<file path="src/rtl/fetch_stage.sv">
// Instruction fetch stage: PC register, IF/ID pipeline register, redirect/flush
// handling, misaligned-target pulse and a free-running stall-cycle counter.
module fetch_stage #(
  parameter logic [31:0] RESET_PC  = 32'h0000_0000,
  parameter logic [31:0] NOP_INSTR = 32'h0000_0013
) (
  input  logic        clk,
  input  logic        rst_n,
  input  logic        stall_i,
  input  logic        redirect_i,
  input  logic [31:0] redirect_target_i,
  input  logic [31:0] imem_rdata_i,
  output logic [31:0] imem_addr_o,
  output logic [31:0] instr_o,
  output logic [31:0] pc_o,
  output logic [31:0] pc_plus4_o,
  output logic        valid_o,
  output logic [6:0]  opcode_o,
  output logic [2:0]  funct3_o,
  output logic [6:0]  funct7_o,
  output logic        misalign_o,
  output logic [31:0] stall_cnt_o
);

  logic [31:0] pc_q, pc_d;
  logic [31:0] instr_q, instr_d;
  logic [31:0] id_pc_q, id_pc_d;
  logic [31:0] id_pc4_q, id_pc4_d;
  logic        valid_q, valid_d;
  logic        misalign_q, misalign_d;
  logic [31:0] stall_cnt_q, stall_cnt_d;
  logic [31:0] pc_plus4;

  assign pc_plus4 = pc_q + 32'd4;

  // Redirect wins over stall; bit 0 of the target is dropped, bit 1 only flags.
  always_comb begin
    pc_d        = pc_q;
    instr_d     = instr_q;
    id_pc_d     = id_pc_q;
    id_pc4_d    = id_pc4_q;
    valid_d     = valid_q;
    misalign_d  = 1'b0;
    stall_cnt_d = stall_cnt_q;
    if (redirect_i) begin
      pc_d       = {redirect_target_i[31:2], 2'b00};
      instr_d    = NOP_INSTR;
      id_pc_d    = 32'd0;
      id_pc4_d   = 32'd0;
      valid_d    = 1'b0;
      misalign_d = redirect_target_i[1];
    end else if (stall_i) begin
      stall_cnt_d = stall_cnt_q + 32'd1;
    end else begin
      pc_d     = pc_plus4;
      instr_d  = imem_rdata_i;
      id_pc_d  = pc_q;
      id_pc4_d = pc_plus4;
      valid_d  = 1'b1;
    end
  end

  always_ff @(posedge clk) begin
    if (!rst_n) begin
      pc_q        <= RESET_PC;
      instr_q     <= NOP_INSTR;
      id_pc_q     <= 32'd0;
      id_pc4_q    <= 32'd0;
      valid_q     <= 1'b0;
      misalign_q  <= 1'b0;
      stall_cnt_q <= 32'd0;
    end else begin
      pc_q        <= pc_d;
      instr_q     <= instr_d;
      id_pc_q     <= id_pc_d;
      id_pc4_q    <= id_pc4_d;
      valid_q     <= valid_d;
      misalign_q  <= misalign_d;
      stall_cnt_q <= stall_cnt_d;
    end
  end

  assign imem_addr_o = pc_q;
  assign instr_o     = instr_q;
  assign pc_o        = id_pc_q;
  assign pc_plus4_o  = id_pc4_q;
  assign valid_o     = valid_q;
  assign misalign_o  = misalign_q;
  assign stall_cnt_o = stall_cnt_q;
  assign opcode_o    = instr_q[6:0];
  assign funct3_o    = instr_q[14:12];
  assign funct7_o    = instr_q[31:25];

endmodule

</file>
<file path="config.mk">
export PLATFORM = sky130hd
export DESIGN_NAME = fetch_stage
export DESIGN_NICKNAME = d
export VERILOG_FILES = /design/src/rtl/fetch_stage.sv
export SDC_FILE = /design/constraint.sdc
export NUM_CORES = 1
export LEC_CHECK = 0
export CAP_MARGIN = 30
export CORE_ASPECT_RATIO = 1.1
export CORE_MARGIN = 5
export CORE_UTILIZATION = 45
export CTS_CLUSTER_DIAMETER = 120
export DETAILED_ROUTE_END_ITERATION = 10
export DONT_BUFFER_PORTS = 1
export PLACE_DENSITY_LB_ADDON = 0.05
export SYNTH_ARGS = -nofsm -noshare
export SYNTH_HDL_FRONTEND = slang
export SYNTH_SLANG_ARGS = --single-unit
</file>
<file path="constraint.sdc">
create_clock -name clk -period 1.95 [get_ports clk]
set_input_delay 0.195 -clock clk [delete_from_list [all_inputs] [get_ports clk]]
set_output_delay 0.195 -clock clk [all_outputs]
set_load 0.05 [all_outputs]
</file>
==> impl_metrics.ini <==
[outcome]
status = complete, no violations

[cts]
cts_sinks = 156
clkSlewWorstSetupHoldPaths_ns = 0.06
numCtsBuffers = 17
tritoncts = built
root_buffer = clkbuf_16
clock_path_buffers = 2
cts_max_level = 4
post_cts_buffers = 0
clkLatencyLatePin_ns = 0.42

[route]
finalWirelength_um = 22400
dr.pass1.iters = 4
drt_iter0_drc = 313
vias_per_cell = 5.82
routed-via-count = 6349
wl_per_cell_um = 20.5
antenna_left = 0
drc = 0

[logic_synthesis]
synth_top_cell_area_share_pct = 45.7
synthTopCellsByArea = dfxtp_1, a22o_1, nand2_1
synth_compound_area_share_pct = 18.8
synthMuxAreaShare_pct = 1.32
netlist_instances = 763
ys_async_sr_fraction_pct = 0
synth_top_family_by_area = simple AND/OR/NAND/NOR gates
ys_seq_area_share_pct = 45.7
syn-mean-instance-area_um2 = 8.97
yosysMostFrequentCell = dfxtp_1
syn_area_mm2 = 0.00684
synthAdderAreaFrac_pct = 0.366
yosys.area.top_type = dfxtp_1
synth_edf_count = 0
synthSimpleGateAreaFrac_pct = 23.0
ys_warn_count = 0
yosys_most_used_dff = dfxtp_1
synth.distinct_cells = 59
synth_seq_cells = 156
synth_common_cells = dfxtp_1, nand2_1, a22o_1
synth_xor_area_share_pct = 3.84

[finish]
post_layout_nonfiller_instances = 1091
fin_util_pct = 59.4
drive_gt1_share_pct = 23.2
fin_nets = 950
final_cell_area_mm2 = 0.00891
syn2layout_area_growth_pct = 30.2

[floorplan]
core-area_mm2 = 0.0150
die_area_mm2 = 0.0178
die_w_um = 128
ios = 247
fp.dieH_um = 139
initial_utilization_pct = 45.6
rows = 47

[sta]
rsz0062_at_grt = no
slew_headroom_pct = 43.9
fin_crit_ns = 1.88
finClkSkew_ns = 0.00937
drv_slew = 0
setup-tns-final_ns = 0
fin_crit_sh_pct = 96.5
setup_viol = 0
max_clock_freq_ghz = 0.531
worst_pin_slew_ns = 0.838
finalHoldViolations = 0

[worst_hold_path]
min-delay-start = stall_i
min_delay_path_depth = 2
min_to = imem_addr_o[20]
hold_class = input port to register

[placed_design]
dp.cells = 994
buffer_ports.inserted = 0
gp_congestion = 0.848
dpl_cell_area_mm2 = 0.00770
dp_hpwl_um = 15500

[worst_setup_path]
worstSetupEndpointType = register
critPathKind = register to register
crit_chain = nand4_1 -> buf_4 -> or3_1 -> or4_1 -> a31oi_1
r2r_setup_slack_ns = 0.07
critPathLaunchType = register
r2r-end = imem_addr_o[26]
worst_path_max_delay_cell = or4_1
cp.arrival_ns = 2.21
rr_worst_depth = 5
cp.required_ns = 2.28
r2r-start = imem_addr_o[12]
critical-path-max-stage-delay_ns = 0.54
cp_max_fo = 8

[global_route]
antenna_found_initial = 3
grt_pass1_vias = 6378
grt_max_degree = 60
grt_usage_pct = 24.6
grt_pass1_wl_um = 35200
overflow = 0

[power]
pwr_density_cell_mw_per_mm2 = 840
peakVddDrop_mv = 0.585
finalPower_mw = 7.48
leakagePower_nw = 3.34

[flow_run]
drv_cap = 0
## worst max path at each step
stage                      end  slack (ns)            start  cells after the start
2_1_floorplan  imem_addr_o[21]       -0.04   imem_addr_o[4]                      6
3_3_place_gp    pc_plus4_o[24]        0.07  imem_addr_o[12]                      5
3_5_place_dp   imem_addr_o[20]        0.04  imem_addr_o[12]                      5
4_1_cts        imem_addr_o[20]        0.04  imem_addr_o[12]                      5
5_1_grt        imem_addr_o[26]       0.002  imem_addr_o[16]                      4
6_report       imem_addr_o[26]        0.07  imem_addr_o[12]                      5
## state kept, by name (all words and copies together) (netlist names)
register,flops
pc_plus4_o,30
instr_o,32
misalign_o,1
pc_o,30
imem_addr_o,30
valid_o,1
stall_cnt_o,32
## layout by cell type, fill, tap and decap left out, types with 24 or more instances in the layout
cell type / synthesis / layout
o21ai_0: 39 / 39
dlygate4sd3_1: 0 / 63
buf_4: 24 / 115
nand3_1: 38 / 36
a21oi_1: 32 / 32
nand2_1: 75 / 75
a22o_1: 48 / 48
or4_1: 31 / 27
nor2_1: 32 / 32
nand4_1: 24 / 24
dfxtp_1: 156 / 118
## critical path: cells and delay by family, from the launching register on
family	cells	cell delay, ns
DFF	1	0.34
AOI/OAI and AO/OA	1	0.19
and+or+nand+nor	3	1.08
buffers and inverters	1	0.18
## where the power goes
group	internal [mW]	switching (mW)	total (mW)
sequential	3.27	0.224	3.50
clock	1.72	1.41	3.13
combinational	0.288	0.563	0.851
## per-layer routing
metal / global-route usage (%) / vias up / part of all wire, %
li1: - / 3051 / -
met1: 28.8 / 3042 / 40
met2: 43.0 / 225 / 50
met3: 7.51 / 29 / 8.2
met4: 7.51 / 2 / 1.5
met5: 0 / - / 0.049
## cells by family (layout without fill, tap and decap cells)
family                     after synthesis  count (layout)
and+or+nand+nor                        285             285
AOI/OAI and AO/OA                      183             183
DFF                                    156             156
buffers and inverters                   97             222
xor gates and xnor gates                30              30
muxes                                    9               9
adders and majority gates                2               2
other                                    1               8
## stage by stage
step,setup WS [ns],hold slack (ns)
global route,0.00241,0.00307
global placement,0.0739,0.302
finish,0.0679,0.0146
floorplan,-0.0416,0.317
detailed placement,0.0353,0.303
CTS,0.0386,0.000681
## area by class of cell
class	instances	area (um^2)
antenna	2	5.00
clock buffer	19	453
clock inverter	13	105
fill	1348	6090
inverter	11	41.3
multi-input combinational	515	3320
sequential	156	3220
tap	196	245
timing repair buffer	179	1510
## timing repair
item	4_1_cts	5_1_grt
hold buffers	63	0
endpoints found under the hold margin	67	0
gates resized for setup	0	3
endpoints found under the setup margin	0	7
(Power assumes the default switching activity.)
